==> src/rtl/ysyx_22050499_bus_arbiter_if.sv <==
// ysyx_22050499_bus_arbiter_if
//   AXI4 master-side bus shared by the IFU/MEM arbiter and the interconnect.
//   Channels:
//     AR : arvalid, arready, araddr[31:0], arlen[7:0], arsize[2:0], arburst[1:0]
//     R  : rvalid, rready, rdata[31:0], rresp[1:0], rlast
//     AW : awvalid, awready, awaddr[31:0], awsize[2:0]
//     W  : wvalid, wready, wdata[31:0], wstrb[3:0], wlast
//     B  : bvalid, bready, bresp[1:0]
//   Modports:
//     master : the arbiter (drives valid/payload on AR/AW/W, ready on R/B)
//     slave  : the interconnect or a memory model
interface ysyx_22050499_bus_arbiter_if;
  logic        arvalid;
  logic        arready;
  logic [31:0] araddr;
  logic [7:0]  arlen;
  logic [2:0]  arsize;
  logic [1:0]  arburst;

  logic        rvalid;
  logic        rready;
  logic [31:0] rdata;
  logic [1:0]  rresp;
  logic        rlast;

  logic        awvalid;
  logic        awready;
  logic [31:0] awaddr;
  logic [2:0]  awsize;

  logic        wvalid;
  logic        wready;
  logic [31:0] wdata;
  logic [3:0]  wstrb;
  logic        wlast;

  logic        bvalid;
  logic        bready;
  logic [1:0]  bresp;

  modport master (
    output arvalid, araddr, arlen, arsize, arburst,
    input  arready,
    input  rvalid, rdata, rresp, rlast,
    output rready,
    output awvalid, awaddr, awsize,
    input  awready,
    output wvalid, wdata, wstrb, wlast,
    input  wready,
    input  bvalid, bresp,
    output bready
  );

  modport slave (
    input  arvalid, araddr, arlen, arsize, arburst,
    output arready,
    output rvalid, rdata, rresp, rlast,
    input  rready,
    input  awvalid, awaddr, awsize,
    output awready,
    input  wvalid, wdata, wstrb, wlast,
    output wready,
    output bvalid, bresp,
    input  bready
  );
endinterface

==> src/rtl/ysyx_22050499_bus_arbiter.sv <==
// ysyx_22050499_bus_arbiter
//   Shares one AXI4 master port between the IFU (burst line refills) and the
//   MEM stage (single-beat loads/stores). All AXI outputs are registered.
//   Ports:
//     clock, reset (async, active-low)
//     if_req/if_kill/if_addr   -> if_done/if_line   IFU line refill
//     mem_req/mem_we/mem_addr/mem_size/mem_wdata/mem_wstrb
//                              -> mem_done/mem_rdata MEM access
//     bus_err                  pulses with a done on a bad response or burst length
//     io_master                AXI4 master bus (ysyx_22050499_bus_arbiter_if.master)
//   Configuration:
//     YSYX_22050499_RR_ARB_EN defined   : round-robin between IFU and MEM
//     YSYX_22050499_RR_ARB_EN undefined : fixed priority, MEM over IFU
module ysyx_22050499_bus_arbiter #(
  parameter int LINE_BEATS = 4
) (
  input  logic                       clock,
  input  logic                       reset,
  input  logic                       if_req,
  input  logic                       if_kill,
  input  logic [31:0]                if_addr,
  output logic                       if_done,
  output logic [32*LINE_BEATS-1:0]   if_line,
  input  logic                       mem_req,
  input  logic                       mem_we,
  input  logic [31:0]                mem_addr,
  input  logic [2:0]                 mem_size,
  input  logic [31:0]                mem_wdata,
  input  logic [3:0]                 mem_wstrb,
  output logic                       mem_done,
  output logic [31:0]                mem_rdata,
  output logic                       bus_err,
  ysyx_22050499_bus_arbiter_if.master io_master
);
  localparam int LINE_BYTES = LINE_BEATS * 4;
  localparam int CNT_W = $clog2(LINE_BEATS) + 1;
  localparam int LW = 32 * LINE_BEATS;
  localparam logic [CNT_W-1:0] LAST_BEAT = CNT_W'(LINE_BEATS - 1);
  localparam logic [CNT_W-1:0] BEATS_CNT = CNT_W'(LINE_BEATS);
  localparam logic [1:0] BURST_INCR = 2'b01;

  typedef enum logic [2:0] {IDLE, IF_AR, IF_R, MEM_AR, MEM_R, MEM_AW, MEM_B} state_t;

  state_t           state_q, state_d;
  logic             kill_q, kill_d;
  logic [CNT_W-1:0] cnt_q, cnt_d;
  logic [LW-1:0]    line_buf_q, line_buf_d, line_next;
  logic             resp_err_q, resp_err_d;
  logic             aw_done_q, aw_done_d, w_done_q, w_done_d;
  logic             arvalid_q, arvalid_d, rready_q, rready_d;
  logic [31:0]      araddr_q, araddr_d;
  logic [7:0]       arlen_q, arlen_d;
  logic [2:0]       arsize_q, arsize_d;
  logic [1:0]       arburst_q, arburst_d;
  logic             awvalid_q, awvalid_d, wvalid_q, wvalid_d, bready_q, bready_d;
  logic [31:0]      awaddr_q, awaddr_d, wdata_q, wdata_d;
  logic [2:0]       awsize_q, awsize_d;
  logic [3:0]       wstrb_q, wstrb_d;
  logic             if_done_q, if_done_d, mem_done_q, mem_done_d, bus_err_q, bus_err_d;
  logic [LW-1:0]    if_line_q, if_line_d;
  logic [31:0]      mem_rdata_q, mem_rdata_d;
  logic             if_ok, mem_ok, grant_if, grant_mem;
  logic             ar_hs, r_hs, aw_hs, w_hs, b_hs;
  logic [CNT_W-2:0] beat_idx;

  assign ar_hs = arvalid_q & io_master.arready;
  assign r_hs  = rready_q & io_master.rvalid;
  assign aw_hs = awvalid_q & io_master.awready;
  assign w_hs  = wvalid_q & io_master.wready;
  assign b_hs  = bready_q & io_master.bvalid;

  // A requester is not eligible in the cycle its own done is visible, and an
  // IFU kill in IDLE vetoes the IFU grant for that cycle.
  assign if_ok  = if_req & ~if_done_q & ~if_kill;
  assign mem_ok = mem_req & ~mem_done_q;

`ifdef YSYX_22050499_RR_ARB_EN
  // rr_ptr_q = 0 favours IFU, 1 favours MEM; it flips to the loser of each grant.
  logic rr_ptr_q;
  assign grant_mem = mem_ok & (~if_ok | rr_ptr_q);

  always_ff @(posedge clock or negedge reset) begin
    if (!reset) begin
      rr_ptr_q <= 1'b0;
    end else if (state_q == IDLE && (grant_if || grant_mem)) begin
      rr_ptr_q <= grant_if;
    end
  end
`else
  assign grant_mem = mem_ok;
`endif
  assign grant_if = if_ok & ~grant_mem;

  // Valids rise one edge after entering a request state (the first cycle in
  // that state sees valid low), then hold until their own handshake.
  always_comb begin
    state_d     = state_q;
    kill_d      = kill_q;
    cnt_d       = cnt_q;
    line_buf_d  = line_buf_q;
    resp_err_d  = resp_err_q;
    aw_done_d   = aw_done_q;
    w_done_d    = w_done_q;
    arvalid_d   = arvalid_q;
    araddr_d    = araddr_q;
    arlen_d     = arlen_q;
    arsize_d    = arsize_q;
    arburst_d   = arburst_q;
    rready_d    = rready_q;
    awvalid_d   = awvalid_q;
    awaddr_d    = awaddr_q;
    awsize_d    = awsize_q;
    wvalid_d    = wvalid_q;
    wdata_d     = wdata_q;
    wstrb_d     = wstrb_q;
    bready_d    = bready_q;
    if_done_d   = 1'b0;
    mem_done_d  = 1'b0;
    bus_err_d   = 1'b0;
    if_line_d   = if_line_q;
    mem_rdata_d = mem_rdata_q;
    beat_idx    = cnt_q[CNT_W-2:0];
    // Beats past the end of the line are dropped; the length error flags them.
    line_next   = line_buf_q;
    if (cnt_q != BEATS_CNT) line_next[{beat_idx, 5'b0} +: 32] = io_master.rdata;

    case (state_q)
      IDLE: begin
        kill_d = 1'b0;
        if (grant_if) begin
          state_d    = IF_AR;
          araddr_d   = if_addr & ~32'(LINE_BYTES - 1);
          arlen_d    = 8'(LINE_BEATS - 1);
          arsize_d   = 3'd2;
          arburst_d  = BURST_INCR;
          cnt_d      = '0;
          line_buf_d = '0;
          resp_err_d = 1'b0;
        end else if (grant_mem) begin
          if (mem_we) begin
            state_d   = MEM_AW;
            awaddr_d  = mem_addr;
            awsize_d  = mem_size;
            wdata_d   = mem_wdata;
            wstrb_d   = mem_wstrb;
            aw_done_d = 1'b0;
            w_done_d  = 1'b0;
          end else begin
            state_d   = MEM_AR;
            araddr_d  = mem_addr;
            arlen_d   = 8'd0;
            arsize_d  = mem_size;
            arburst_d = BURST_INCR;
          end
        end
      end
      IF_AR: begin
        if (if_kill) kill_d = 1'b1;
        arvalid_d = 1'b1;
        if (ar_hs) begin
          arvalid_d = 1'b0;
          rready_d  = 1'b1;
          state_d   = IF_R;
        end
      end
      IF_R: begin
        if (if_kill) kill_d = 1'b1;
        if (r_hs) begin
          line_buf_d = line_next;
          resp_err_d = resp_err_q | (io_master.rresp != 2'b00);
          if (cnt_q != BEATS_CNT) cnt_d = cnt_q + CNT_W'(1);
          if (io_master.rlast) begin
            state_d  = IDLE;
            rready_d = 1'b0;
            // A killed refill still drains the bus but never reports.
            if (!(kill_q || if_kill)) begin
              if_done_d = 1'b1;
              if_line_d = line_next;
              bus_err_d = resp_err_q | (io_master.rresp != 2'b00) | (cnt_q != LAST_BEAT);
            end
          end
        end
      end
      MEM_AR: begin
        arvalid_d = 1'b1;
        if (ar_hs) begin
          arvalid_d = 1'b0;
          rready_d  = 1'b1;
          state_d   = MEM_R;
        end
      end
      MEM_R: begin
        if (r_hs) begin
          state_d     = IDLE;
          rready_d    = 1'b0;
          mem_done_d  = 1'b1;
          mem_rdata_d = io_master.rdata;
          bus_err_d   = (io_master.rresp != 2'b00) | ~io_master.rlast;
        end
      end
      MEM_AW: begin
        aw_done_d = aw_done_q | aw_hs;
        w_done_d  = w_done_q | w_hs;
        awvalid_d = ~aw_done_d;
        wvalid_d  = ~w_done_d;
        if (aw_done_d && w_done_d) begin
          state_d  = MEM_B;
          bready_d = 1'b1;
        end
      end
      MEM_B: begin
        if (b_hs) begin
          state_d    = IDLE;
          bready_d   = 1'b0;
          mem_done_d = 1'b1;
          bus_err_d  = (io_master.bresp != 2'b00);
        end
      end
      default: state_d = IDLE;
    endcase
  end

  always_ff @(posedge clock or negedge reset) begin
    if (!reset) begin
      state_q     <= IDLE;
      kill_q      <= 1'b0;
      cnt_q       <= '0;
      line_buf_q  <= '0;
      resp_err_q  <= 1'b0;
      aw_done_q   <= 1'b0;
      w_done_q    <= 1'b0;
      arvalid_q   <= 1'b0;
      araddr_q    <= '0;
      arlen_q     <= '0;
      arsize_q    <= '0;
      arburst_q   <= '0;
      rready_q    <= 1'b0;
      awvalid_q   <= 1'b0;
      awaddr_q    <= '0;
      awsize_q    <= '0;
      wvalid_q    <= 1'b0;
      wdata_q     <= '0;
      wstrb_q     <= '0;
      bready_q    <= 1'b0;
      if_done_q   <= 1'b0;
      mem_done_q  <= 1'b0;
      bus_err_q   <= 1'b0;
      if_line_q   <= '0;
      mem_rdata_q <= '0;
    end else begin
      state_q     <= state_d;
      kill_q      <= kill_d;
      cnt_q       <= cnt_d;
      line_buf_q  <= line_buf_d;
      resp_err_q  <= resp_err_d;
      aw_done_q   <= aw_done_d;
      w_done_q    <= w_done_d;
      arvalid_q   <= arvalid_d;
      araddr_q    <= araddr_d;
      arlen_q     <= arlen_d;
      arsize_q    <= arsize_d;
      arburst_q   <= arburst_d;
      rready_q    <= rready_d;
      awvalid_q   <= awvalid_d;
      awaddr_q    <= awaddr_d;
      awsize_q    <= awsize_d;
      wvalid_q    <= wvalid_d;
      wdata_q     <= wdata_d;
      wstrb_q     <= wstrb_d;
      bready_q    <= bready_d;
      if_done_q   <= if_done_d;
      mem_done_q  <= mem_done_d;
      bus_err_q   <= bus_err_d;
      if_line_q   <= if_line_d;
      mem_rdata_q <= mem_rdata_d;
    end
  end

  assign io_master.arvalid = arvalid_q;
  assign io_master.araddr  = araddr_q;
  assign io_master.arlen   = arlen_q;
  assign io_master.arsize  = arsize_q;
  assign io_master.arburst = arburst_q;
  assign io_master.rready  = rready_q;
  assign io_master.awvalid = awvalid_q;
  assign io_master.awaddr  = awaddr_q;
  assign io_master.awsize  = awsize_q;
  assign io_master.wvalid  = wvalid_q;
  assign io_master.wdata   = wdata_q;
  assign io_master.wstrb   = wstrb_q;
  assign io_master.wlast   = wvalid_q;
  assign io_master.bready  = bready_q;

  assign if_done   = if_done_q;
  assign if_line   = if_line_q;
  assign mem_done  = mem_done_q;
  assign mem_rdata = mem_rdata_q;
  assign bus_err   = bus_err_q;
endmodule
==> src/flat_wrapper.sv <==
// flat-port wrapper written by rule: the top's interface ports become plain ports
module ysyx_22050499_bus_arbiter_flat 
#(
  parameter int LINE_BEATS = 4
)
  (clock, reset, if_req, if_kill, if_addr, if_done, if_line, mem_req, mem_we, mem_addr, mem_size, mem_wdata, mem_wstrb, mem_done, mem_rdata, bus_err, io_master_arvalid, io_master_araddr, io_master_arlen, io_master_arsize, io_master_arburst, io_master_arready, io_master_rvalid, io_master_rdata, io_master_rresp, io_master_rlast, io_master_rready, io_master_awvalid, io_master_awaddr, io_master_awsize, io_master_awready, io_master_wvalid, io_master_wdata, io_master_wstrb, io_master_wlast, io_master_wready, io_master_bvalid, io_master_bresp, io_master_bready);
  ysyx_22050499_bus_arbiter_if io_master_i ();
  input  logic clock;
  input  logic reset;
  input  logic if_req;
  input  logic if_kill;
  input  logic [31:0] if_addr;
  output logic if_done;
  output logic [32*LINE_BEATS-1:0] if_line;
  input  logic mem_req;
  input  logic mem_we;
  input  logic [31:0] mem_addr;
  input  logic [2:0] mem_size;
  input  logic [31:0] mem_wdata;
  input  logic [3:0] mem_wstrb;
  output logic mem_done;
  output logic [31:0] mem_rdata;
  output logic bus_err;
  output wire logic [$bits(io_master_i.arvalid)-1:0] io_master_arvalid;
  output wire logic [$bits(io_master_i.araddr)-1:0] io_master_araddr;
  output wire logic [$bits(io_master_i.arlen)-1:0] io_master_arlen;
  output wire logic [$bits(io_master_i.arsize)-1:0] io_master_arsize;
  output wire logic [$bits(io_master_i.arburst)-1:0] io_master_arburst;
  input wire logic [$bits(io_master_i.arready)-1:0] io_master_arready;
  input wire logic [$bits(io_master_i.rvalid)-1:0] io_master_rvalid;
  input wire logic [$bits(io_master_i.rdata)-1:0] io_master_rdata;
  input wire logic [$bits(io_master_i.rresp)-1:0] io_master_rresp;
  input wire logic [$bits(io_master_i.rlast)-1:0] io_master_rlast;
  output wire logic [$bits(io_master_i.rready)-1:0] io_master_rready;
  output wire logic [$bits(io_master_i.awvalid)-1:0] io_master_awvalid;
  output wire logic [$bits(io_master_i.awaddr)-1:0] io_master_awaddr;
  output wire logic [$bits(io_master_i.awsize)-1:0] io_master_awsize;
  input wire logic [$bits(io_master_i.awready)-1:0] io_master_awready;
  output wire logic [$bits(io_master_i.wvalid)-1:0] io_master_wvalid;
  output wire logic [$bits(io_master_i.wdata)-1:0] io_master_wdata;
  output wire logic [$bits(io_master_i.wstrb)-1:0] io_master_wstrb;
  output wire logic [$bits(io_master_i.wlast)-1:0] io_master_wlast;
  input wire logic [$bits(io_master_i.wready)-1:0] io_master_wready;
  input wire logic [$bits(io_master_i.bvalid)-1:0] io_master_bvalid;
  input wire logic [$bits(io_master_i.bresp)-1:0] io_master_bresp;
  output wire logic [$bits(io_master_i.bready)-1:0] io_master_bready;
  assign io_master_arvalid = io_master_i.arvalid;
  assign io_master_araddr = io_master_i.araddr;
  assign io_master_arlen = io_master_i.arlen;
  assign io_master_arsize = io_master_i.arsize;
  assign io_master_arburst = io_master_i.arburst;
  assign io_master_i.arready = io_master_arready;
  assign io_master_i.rvalid = io_master_rvalid;
  assign io_master_i.rdata = io_master_rdata;
  assign io_master_i.rresp = io_master_rresp;
  assign io_master_i.rlast = io_master_rlast;
  assign io_master_rready = io_master_i.rready;
  assign io_master_awvalid = io_master_i.awvalid;
  assign io_master_awaddr = io_master_i.awaddr;
  assign io_master_awsize = io_master_i.awsize;
  assign io_master_i.awready = io_master_awready;
  assign io_master_wvalid = io_master_i.wvalid;
  assign io_master_wdata = io_master_i.wdata;
  assign io_master_wstrb = io_master_i.wstrb;
  assign io_master_wlast = io_master_i.wlast;
  assign io_master_i.wready = io_master_wready;
  assign io_master_i.bvalid = io_master_bvalid;
  assign io_master_i.bresp = io_master_bresp;
  assign io_master_bready = io_master_i.bready;
  ysyx_22050499_bus_arbiter #(.LINE_BEATS(LINE_BEATS)) u_core (.clock(clock), .reset(reset), .if_req(if_req), .if_kill(if_kill), .if_addr(if_addr), .if_done(if_done), .if_line(if_line), .mem_req(mem_req), .mem_we(mem_we), .mem_addr(mem_addr), .mem_size(mem_size), .mem_wdata(mem_wdata), .mem_wstrb(mem_wstrb), .mem_done(mem_done), .mem_rdata(mem_rdata), .bus_err(bus_err), .io_master(io_master_i));
endmodule
==> config.mk <==
export PLATFORM = sky130hd
export DESIGN_NAME = ysyx_22050499_bus_arbiter_flat
export DESIGN_NICKNAME = d
export VERILOG_FILES = /design/src/rtl/ysyx_22050499_bus_arbiter_if.sv /design/src/rtl/ysyx_22050499_bus_arbiter.sv /design/src/flat_wrapper.sv
export SDC_FILE = /design/constraint.sdc
export NUM_CORES = 1
export LEC_CHECK = 0
export BUFFER_PORTS_ARGS = -buffer_cell sky130_fd_sc_hd__buf_2
export CAP_MARGIN = 20
export CORE_ASPECT_RATIO = 1.1
export CORE_MARGIN = 1
export CORE_UTILIZATION = 45
export CTS_BUF_LIST = sky130_fd_sc_hd__clkbuf_8
export DETAILED_ROUTE_END_ITERATION = 6
export PLACE_DENSITY = 0.77
export SLEW_MARGIN = 20
export SYNTH_ARGS = -nofsm -noshare
export SYNTH_HDL_FRONTEND = slang
export SYNTH_SLANG_ARGS = --single-unit
export TNS_END_PERCENT = 20
==> constraint.sdc <==
create_clock -name clock -period 2.9 [get_ports clock]
set_input_delay 0.58 -clock clock [delete_from_list [all_inputs] [get_ports clock]]
set_output_delay 0.58 -clock clock [all_outputs]
set_load 0.01 [all_outputs]
Word-level counts from Yosys, hierarchy flattened:

Index checks and enable logic that the tools add are counted.
Widths: inputs -> output; s select.

* add/sub/neg operators: 2
* multiply operators: 0
* divide/modulo/power cells: 0
* order comparisons: 0
* eq/ne operators: 24
* shift operators: 2
* multiplexer cells: 64
* bitwise logic cells: 23
* reductions and logical operators: 24

Operator list (number)
* $mux 128: 3
* $pmux 128 s2: 1
* $bwmux 128: 1
* $shift 32x9->128 const A: 1
* $shiftx 32x9->128: 1
* $mux 32: 3
* $mux 3: 16
* $mux 1: 24
* $mux 8: 3
* $ne 2x1->1 const B: 12
* $pmux 3 s7: 1
* $reduce_and 4->1: 4
* $reduce_bool 2->1: 7
* $pmux 1 s2: 6
* $and 1x1->1: 9
* $eq 3x3->1 const B: 3
* $neg 7->9: 1
* $not 1->1: 9
* $reduce_and 3->1: 3
* $reduce_and 8->1: 1
* $eq 3x2->1 const B: 2
* $mux 2: 3
* $ne 2x2->1 const B: 3
* $pmux 1 s3: 2
* other kinds (14): 20

* bits in registers: 422
* bits in latches: 0
* RAM bits: 0
* bits in read-only memories: 0
* bits of input ports: 151
* output and inout port bits: 285
* word-level logic and storage cells: 164
* memories: 0

Longest topological paths before layout:

Gate-level depths: netlist (run 1).

* word-level depth: 7
* mapped depth: 9

Worst setup path after synthesis (run 1):

Ideal clock, no wire load.

* kind: reg-to-reg
* start: register u_core.cnt_q[0]
* end: register u_core.line_buf_q[66]
* arrival: 1.927 ns
* data required time: 2.779 ns
* path slack: 0.852 ns
* cell stages (with the launch flop): 9
* path buffers: 3
* clock period less this slack: 2.048 ns
* cells stage by stage: dfrtp_1 inv_2 ha_1 nor4bb_1 clkbuf_1 and3_1 buf_2 buf_4 a22o_1

* longest elaborated chain between the ends: 6
* elaborated cells on any way between the ends: 8

Ends and longest elaborated chain
* from (decl): RTL line ysyx_22050499_bus_arbiter.sv:46 `logic [CNT_W-1:0] cnt_q, cnt_d;`
* from (signal assigned): RTL line ysyx_22050499_bus_arbiter.sv:253 `cnt_q <= cnt_d;`
* $neg 7->9: RTL line ysyx_22050499_bus_arbiter.sv:125 `if (cnt_q != BEATS_CNT) line_next[{beat_idx, 5'b0} +: 32] = io_master.rdata;`
* $shiftx 32x9->128 / $shift 32x9->128 (equally long branches): RTL line ysyx_22050499_bus_arbiter.sv:125
* $bwmux 128: RTL line ysyx_22050499_bus_arbiter.sv:125
* $mux 128 *: RTL line ysyx_22050499_bus_arbiter.sv:125
* $mux 128 *: RTL line ysyx_22050499_bus_arbiter.sv:168 `if (r_hs) begin`
* $pmux 128 s2 *: RTL line ysyx_22050499_bus_arbiter.sv:127 `case (state_q)`
* to (signal assigned): RTL line ysyx_22050499_bus_arbiter.sv:254 `line_buf_q <= line_buf_d;`
* to (decl): RTL line ysyx_22050499_bus_arbiter.sv:47 `logic [LW-1:0] line_buf_q, line_buf_d, line_next;`

Mark *: on every way between the ends. The rest lies on a longest branch, timed or not. The select of a mux whose other input is x is not followed.
A chain may end at the register's enable or synchronous reset.

Worst setup path after layout (run 1):

* start: register u_core.cnt_q[0]
* end: register u_core.line_buf_q[53]

The elaborated chain is that of the path after synthesis.

==> results.md, run 1 <==
- Worst Setup Start Kind: flip-flop
- Final HPWL from detailed placement: 34,600 um
- Total wire length after detailed routing: 50,700 um
- DRC: 0
- PostCTS Resize Cnt: 0
- Net count reported at finish: 1,916
- Routed length per instance: 22.0 um
- Number of sinks handled by clock tree synthesis: 414
- Vias in the first global route: 13.0k
- Layout overhead on the synthesized area: 23.1%
- Ranking of synthesized cells by instance count: dfrtp_1 (414), mux2_2 (161), nand2_1 (145)
- MaxCap Viol Count: 0
- Fraction of the cycle the final worst path needs: 86.9%
- Leading cell types by total area after synthesis: dfrtp_1 (61%), mux2_2 (11%), a22o_1 (6.6%)
- M2 GR Usage: 42.2%
- WP data arrival: 2970 ps
- Most used flip-flop cell after synthesis: dfrtp_1
- Remaining antenna violation count after routing: 0
- Post-route setup TNS: 0 ps
- Pin count of the biggest net entering global routing: 99
- Share of layout cells above drive strength 1: 41.8%
- Critical path start-end classification: reg -> reg
- Die Outline Area: 38,800 um2
- Total count of max-transition violations in the final report: 0
- Reg2Reg Setup Slack: 380 ps
- Clock network latency to the later pin of the worst-skew pair: 590 ps
- Total track usage: 25.9%
- CTS H-Tree Depth: 3
- Share of the core filled with cells in the final layout: 56.4%
- Count of hold-fix buffers inserted at cts: 1
- Register bit total from synthesis: 414
- Class of the most critical hold timing path: in -> reg
- Power density of the placed cells: 869 nW/um2
- Normalized max-slew margin: 45.9%
- Number of top-level pins: 436
- Global-route wire length before repair: 76,300 um
- Startpoint of the worst hold path: mem_wdata[24]
- Post-CTS Repair Setup Buffers: 0
- Slowest stage cell, crit path: dfrtp_1
- Clock skew: 30.3 ps
- Share of flip-flops with an asynchronous set or reset: 100%
- Gate Count Post-Synth: 1,370
- Weighted congestion reported at the end of routability-driven placement: 0.954
- Number of warning messages in the yosys log: 0
- Fmax: 0.397 GHz
- Cell Area, Synth: 17,100 um2
- Crit path time final: 2520 ps
- Top-count cell post-synth: dfrtp_1
- Leakage power figure: 10.2 nW
- Setup repair after global routing missed its margin: false
- Largest area contributor in the netlist: dfrtp_1
- CP required: 3350 ps
- Average vias per placed instance: 5.66
- Total Power: 18.3 mW
- Height of the die: 206 um
- Sequential cell area fraction in the yosys report: 60.6%
- Mean instance size in the synthesized netlist: 12.5 um2
- Number of cell rows: 74
- Total CTS buffers: 68
- Largest fanout of any net on the critical path: 32
- Critical path launch point: u_core.cnt_q[0]
- Critical path cell sequence: inv_2 > ha_2 > buf_4 > a21bo_2 > nand2_1 > nand2_2 > a22o_1
- Initial Utilization: 45.8%
- Remaining global-route overflow: 0
- Source of the worst register-to-register timing path: u_core.cnt_q[0]
- Vias after detailed routing: 13.1k
- CORE AREA: 37,300 um2
- Capture point of the worst path: u_core.line_buf_q[53]
- Clock root buffer: clkbuf_8
- Global routing met3 resource utilization: 7.66%
- Outcome: completed
- Port bufs: 424
- Least-Margin Pin Slew: 809 ps
- Capture instance of the worst register-to-register path: u_core.line_buf_q[53]
- Fraction of post-synthesis cell area in the top cell type by area: 60.6%
- DR iter-0 viols: 824
- IR drop worst, VDD: 0.543 mV
- Clock tree from TritonCTS: done
- Critical path endpoint category: flip-flop
- Length in cells of the worst reg-to-reg path: 7
- GR Util met1: 32.2%
- Busiest layer in global routing: met2
- Clock-pin slew of the registers on the worst-case setup and hold paths: 60 ps
- Delay of the slowest cell on the worst path: 560 ps
- Number of distinct library cells after synthesis: 49
- Buffer depth of the longest clock path: 3
- X dimension of the die: 188 um
- Setup-failing EPs final: 0
- Number of hold violations in the final report: 0
- Count of flip-flops with a built-in enable after synthesis: 0
- Antenna violations before repair: 15
- Pre-Repair DR Iteration Count: 5
[routing by layer]
metal  routed length [um]  part of all wire, %  up-vias
met3                 4690                  9.2      105
met1                19800                   39     6581
met2                24700                   49      603
li1                     -                    -     5791
met4                 1500                  3.0        0
met5                    0                    0        -
[per-stage QoR]
step	setup slack [ps]	instance area (um2)	instances	hold slack (ps)
floorplan	852	17100	1376	284
global placement	457	19600	2182	443
detailed placement	380	19600	2182	465
CTS	384	21000	2297	200
global route	266	21000	2304	215
finish	380	21000	2310	235
[cell families (layout without fill, tap and decap cells)]
| group | count (synthesis) | in the layout | synth area share [%] |
|---|---|---|---|
| buf+inv | 164 | 591 | 4.64 |
| other cells | 1 | 20 | 0.0219 |
| compound gates | 426 | 426 | 18.2 |
| fa+ha+maj | 6 | 6 | 0.439 |
| flops | 414 | 414 | 60.6 |
| simple gates | 197 | 197 | 5.44 |
| mux | 162 | 162 | 10.7 |
[power by group]
group	internal (mW)	switching, mW	total, mW	leakage, nW
clock	2.80	2.28	5.08	0.770
combinational	2.35	3.00	5.34	3.98
sequential	7.08	0.780	7.86	5.49
total	12.2	6.05	18.3	10.2
[worst max-delay path, delay by kind of cell (launching register included)]
kind / cells / cell delay [ps]
buf+inv: 2 / 410
fa+ha+maj: 1 / 300
simple gates: 2 / 530
compound gates: 2 / 600
flops: 1 / 560
[sequential cells by signal, summed over array words and instances, names as in the netlist, 3 cells and up]
name	cells
u_core.if_line	128
u_core.line_buf_q	128
u_core.io_master.araddr	32
u_core.io_master.awaddr	32
u_core.io_master.wdata	32
u_core.mem_rdata	32
u_core.io_master.wstrb	4
u_core.cnt_q	3
u_core.io_master.arsize	3
u_core.io_master.awsize	3
u_core.state_q	3
[cell type report]
class,instances,area [um2]
fill,3080,16300
sequential,414,10400
multi-input combinational,798,6020
timing repair buffer,465,2620
clock buffer,85,1170
tap,494,618
clock inverter,29,173
inverter,12,45.0
antenna,13,32.5
[layout by cell type (no fill, tap or decap), types with 31 or more instances in the layout]
cell type and instances:
a32oi_1 33, o21ai_0 112, clkbuf_8 85, buf_2 423, dfrtp_1 414, a22o_1 128
inv_1 31, a22oi_1 96, nand2_1 145, mux2_2 161
[worst min path at each step]
| stage | to | slack (ps) | depth (start not counted) |
|---|---|---|---|
| 3_5_place_dp | u_core.io_master.arburst[0] | 460 | 1 |
| 2_1_floorplan | u_core.aw_done_q | 280 | 0 |
| 3_3_place_gp | u_core.io_master.arburst[0] | 440 | 1 |
| 6_report | u_core.io_master.wdata[24] | 240 | 2 |
| 4_1_cts | u_core.io_master.wdata[31] | 200 | 2 |
| 5_1_grt | u_core.io_master.wdata[30] | 220 | 2 |
No activity file was read; power rests on OpenSTA's default activity.
==> run 2: changes to the inputs <==
--- a/config.mk
+++ b/config.mk
@@ -15,2 +15,3 @@
 export PLACE_DENSITY = 0.77
+export SETUP_SLACK_MARGIN = 0.3
 export SLEW_MARGIN = 20
==> constraint.sdc (replaced) <==
create_clock -name clock -period 2.9 [get_ports clock]
set_input_delay 0.435 -clock clock [delete_from_list [all_inputs] [get_ports clock]]
set_output_delay 0.435 -clock clock [all_outputs]
set_load 0.01 [all_outputs]
==> results.md, run 2 (synthesized netlist as in run 1, its figures left out) <==
- Startpoint of the worst hold path: mem_wdata[17]
- Number of top-level pins: 436
- MaxCap Viol Count: 0
- Smallest hold slack: 48.8 ps
- Length in cells of the worst reg-to-reg path: 7
- Critical path endpoint category: flip-flop
- Initial Utilization: 45.8%
- Number of hold violations in the final report: 0
- Remaining antenna violation count after routing: 0
- Least-Margin Pin Slew: 882 ps
- Clock skew: 26.0 ps
- Cell area after placement: 19,600 um2
- Sequential cell area: 10,400 um2
- Setup-failing EPs final: 0
- CORE AREA: 37,300 um2
- Crit path time final: 2530 ps
- Largest fanout of any net on the critical path: 32
- Total track usage: 26.4%
- Post-route setup TNS: 0 ps
- Clock network latency to the later pin of the worst-skew pair: 620 ps
- X dimension of the die: 188 um
- Average vias per placed instance: 5.71
- Port bufs: 424
- Pin count of the biggest net entering global routing: 105
- WP data arrival: 3020 ps
- Buffer depth of the longest clock path: 3
- Most frequent cells in the layout: buf_2 (423), dfrtp_1 (414), mux2_2 (161)
- Number of sinks handled by clock tree synthesis: 414
- Remaining global-route overflow: 0
- Reg2Reg Setup Slack: 370 ps
- Final HPWL from detailed placement: 34,600 um
- Terminating pin of the worst hold path: u_core.io_master.wdata[17]
- Fraction of the cycle the final worst path needs: 87.4%
- Vias after detailed routing: 13.2k
- Pre-Repair DR Iteration Count: 6
- Non-Filler Cell Area, Final: 21,000 um2
- Global-route wire length before repair: 77,400 um
- Total wire length after detailed routing: 51,700 um
- Routed length per instance: 22.3 um
- Source of the worst register-to-register timing path: u_core.cnt_q[0]
- Layout overhead on the synthesized area: 22.9%
- Net count reported at finish: 1,919
- Fill cell total of the finished layout: 3,099
- Clock tree from TritonCTS: done
- Commonest non-fill, non-tap cell in the layout: buf_2
- Number of cell rows: 74
- Height of the die: 206 um
- CTS H-Tree Depth: 3
- Clock-pin slew of the registers on the worst-case setup and hold paths: 70 ps
- Setup repair after global routing missed its margin: true
- Normalized max-slew margin: 41.0%
- Class of the most critical hold timing path: in -> reg
- Die Outline Area: 38,800 um2
- Power density of the placed cells: 870 nW/um2
- Capture instance of the worst register-to-register path: u_core.line_buf_q[53]
- Min-Delay Path Depth: 2
- DRC: 0
- Fmax: 0.394 GHz
- Outcome: completed
- Total count of max-transition violations in the final report: 0
- Clock root buffer: clkbuf_8
- Share of layout cells above drive strength 1: 41.5%
- Worst Setup Start Kind: flip-flop
- Critical path start-end classification: reg -> reg
- Vias in the first global route: 13.2k
- DR iter-0 viols: 936
- Antenna violations before repair: 16
- Footprint of the multi-input gates: 6020 um2
- IR drop worst, VDD: 0.632 mV
- CP required: 3390 ps
- Total CTS buffers: 68
- Leakage power figure: 10.2 nW
- Weighted congestion reported at the end of routability-driven placement: 0.956
## run 2: cell count changes in the layout (fill, tap and decap cells not counted), sizes merged
cell         before  now
buf             464  463
clkbuf           85   80
clkinvlp          1    3
diode            13   14
dlygate4sd3       1    5
inv              32   39
## run 2: what timing repair did
item,in CTS,in global routing
setup endpoints to repair,0,89
hold endpoints to repair,81,0
setup buffers,0,0
resized for setup,0,1
hold buffers,5,0
## run 2: worst max-delay path by stage
stage	startpoint	to	cells after the start
global route	u_core.cnt_q[0]	u_core.line_buf_q[59]	7
CTS	u_core.cnt_q[0]	u_core.line_buf_q[88]	5
global placement	u_core.cnt_q[0]	u_core.line_buf_q[94]	5
detailed placement	u_core.cnt_q[0]	u_core.line_buf_q[71]	5
finish	u_core.cnt_q[0]	u_core.line_buf_q[53]	7
floorplan	u_core.cnt_q[0]	u_core.line_buf_q[66]	8
## run 2: area by class of cell
type / count / area share (%)
Timing Repair Buffer: 468 / 12.4
Tap cell: 494 / 2.94
Antenna cell: 14 / 0.167
Sequential cell: 414 / 49.3
Clock buffer: 80 / 5.24
Clock inverter: 38 / 1.07
Inverter: 12 / 0.214
Multi-Input combinational cell: 798 / 28.7
## run 2: critical path, stage by stage (launching register included)
cell and delay [ps]:
dfrtp_1 560, inv_2 160, ha_2 290, buf_4 240, a21bo_2 230, nand2_1 70
nand2_2 430, a22o_1 370
## run 2: per-layer routing
| layer | vias to the layer above | wire (um) | global-route usage [%] |
|---|---|---|---|
| met5 | - | 0 | 0 |
| met4 | 0 | 1780 | 12.3 |
| met3 | 116 | 4530 | 7.01 |
| met2 | 682 | 24900 | 42.4 |
| met1 | 6650 | 20500 | 33.3 |
| li1 | 5793 | - | - |
## run 2: per-stage QoR
step	total power, mW	utilization [%]	instances	worst slack, ps
finish	18.3	56.3	2318	365
global route	19.2	56.3	2315	218
CTS	18.4	56.2	2304	315
detailed placement	13.3	52.5	2181	345
global placement	13.1	52.5	2181	448
floorplan	11.0	-	1376	852
## run 2: where the power goes
| group | switching, mW | internal, mW |
|---|---|---|
| logic | 3.02 | 2.34 |
| clock network | 2.35 | 2.69 |
| registers | 0.791 | 7.08 |
==> run 3: changes to the inputs <==
Settings changed: REMOVE_ABC_BUFFERS from default to 1.
==> results.md, run 3 (synthesized netlist as in run 1, its figures left out) <==
- Number of sinks handled by clock tree synthesis: 414
- Clock tree from TritonCTS: done
- Clock network latency to the later pin of the worst-skew pair: 610 ps
- Clock skew: 20.6 ps
- Number of hold violations in the final report: 0
- Vias after detailed routing: 13.1k
- Initial Utilization: 45.8%
- Layout overhead on the synthesized area: 24.1%
- Height of the die: 206 um
- Total Power: 18.8 mW
- Critical path start-end classification: reg -> reg
- CTS H-Tree Depth: 3
- Pin count of the biggest net entering global routing: 100
- Average vias per placed instance: 5.67
- Largest fanout of any net on the critical path: 32
- Final HPWL from detailed placement: 33,700 um
- Power density of the placed cells: 885 nW/um2
- Critical path cell sequence: inv_2 > ha_2 > buf_4 > a21bo_2 > nand2_1 > nand2_2 > a22o_1
- CP required: 3430 ps
- X dimension of the die: 188 um
- Weighted congestion reported at the end of routability-driven placement: 0.865
- Most frequent cells in the layout: buf_2 (423), dfrtp_1 (414), mux2_2 (161)
- DRC: 0
- Crit path time final: 2630 ps
- CORE AREA: 37,300 um2
- Commonest non-fill, non-tap cell in the layout: buf_2
- Total CTS buffers: 70
- Fmax: 0.381 GHz
- Setup repair after global routing missed its margin: true
- Number of cell rows: 74
- Fraction of the cycle the final worst path needs: 90.5%
- Least-Margin Pin Slew: 927 ps
- Clock-pin slew of the registers on the worst-case setup and hold paths: 60 ps
- Critical path endpoint category: flip-flop
- Share of the core filled with cells in the final layout: 56.8%
- Total wire length after detailed routing: 51,500 um
- Leakage power figure: 10.3 nW
- Slowest stage cell, crit path: nand2_2
- IR drop worst, VDD: 0.474 mV
- Post-route setup TNS: 0 ps
- Antenna violations before repair: 10
- Die Outline Area: 38,800 um2
- Worst Setup Start Kind: flip-flop
- Share of layout cells above drive strength 1: 42.4%
- Clock root buffer: clkbuf_8
- Smallest hold slack: 63.1 ps
- Fill cell total of the finished layout: 3,080
- Number of top-level pins: 436
- Total count of max-transition violations in the final report: 0
- MaxCap Viol Count: 0
- Total track usage: 26.2%
- Remaining antenna violation count after routing: 0
- Remaining global-route overflow: 0
- DR iter-0 viols: 1,004
- Outcome: completed
- Normalized max-slew margin: 38.0%
- Routed length per instance: 22.3 um
- Net count reported at finish: 1,919
- Class of the most critical hold timing path: in -> reg
- Delay of the slowest cell on the worst path: 670 ps
- Port bufs: 424
- WP data arrival: 3160 ps
- Buffer depth of the longest clock path: 3
- Setup-failing EPs final: 0
- Global-route wire length before repair: 77,500 um
- Pre-Repair DR Iteration Count: 5
- Vias in the first global route: 13.1k
## run 3: cell types whose count changed in the layout (fill, tap and decap cells not counted), sizes merged
cell         delta
nor2b           +1
dlygate4sd3     -4
inv            -10
buf             +1
clkbuf         +15
diode           -9
## run 3: worst max-delay path, delay by kind of cell (launching register included)
family                     cells  cell delay, ps
and+or+nand+nor                2             730
DFF                            1             500
buffers and inverters          2             470
AOI/OAI and AO/OA              2             420
adders and majority gates      1             410
## run 3: report_power, final
group	internal, mW	switching (mW)
clock network	3.10	2.38
registers	7.08	0.783
logic	2.39	3.04
total	12.6	6.20
## run 3: path summary, 6_finish.rpt
path / depth (start not counted) / start / to / slack, ps
max: 7 / u_core.cnt_q[0] / u_core.line_buf_q[102] / 270
min: 2 / mem_wdata[29] / u_core.io_master.wdata[29] / 60
max reg2reg: 7 / u_core.cnt_q[0] / u_core.line_buf_q[102] / 270
min reg2reg: 2 / u_core.if_line[100] / u_core.if_line[100] / 470
max in group asynchronous: 3 / reset / u_core.io_master.awsize[2] / 1520
min in group asynchronous: 2 / reset / u_core.mem_rdata[14] / 410
## run 3: cell type report
| class | instances | area (um2) | area share, % |
|---|---|---|---|
| flip-flops and latches | 414 | 10400 | 48.9 |
| multi-input cells | 799 | 6030 | 28.4 |
| repair buffers | 465 | 2640 | 12.4 |
| clock buffers | 95 | 1310 | 6.17 |
| well taps | 494 | 618 | 2.92 |
| clock inverters | 28 | 188 | 0.885 |
| inverters | 12 | 45.0 | 0.212 |
| diodes | 5 | 12.5 | 0.0590 |
## run 3: what timing repair did
action | 4_1_cts | 5_1_grt
hold buffers | 1 | 0
gates resized for setup | 0 | 1
endpoints found under the setup margin | 40 | 72
setup buffers | 0 | 1
gates cloned | 0 | 1
hold endpoints to repair | 81 | 0
## run 3: metrics by stage
step | setup WS, ps | instances | area (um2)
global placement | 331 | 2180 | 19600
finish | 274 | 2312 | 21200
floorplan | -2210 | 1224 | 16400
global route | 180 | 2310 | 21200
detailed placement | 201 | 2180 | 19600
CTS | 170 | 2304 | 21100
## run 3: layer usage
metal  GRT usage, %  up-vias  share of wire (%)
met3           9.05       67                 10
met4           7.32        2                2.0
met1           32.3     6599                 39
met5              0        -              0.037
li1               -     5784                  -
met2           43.7      649                 49
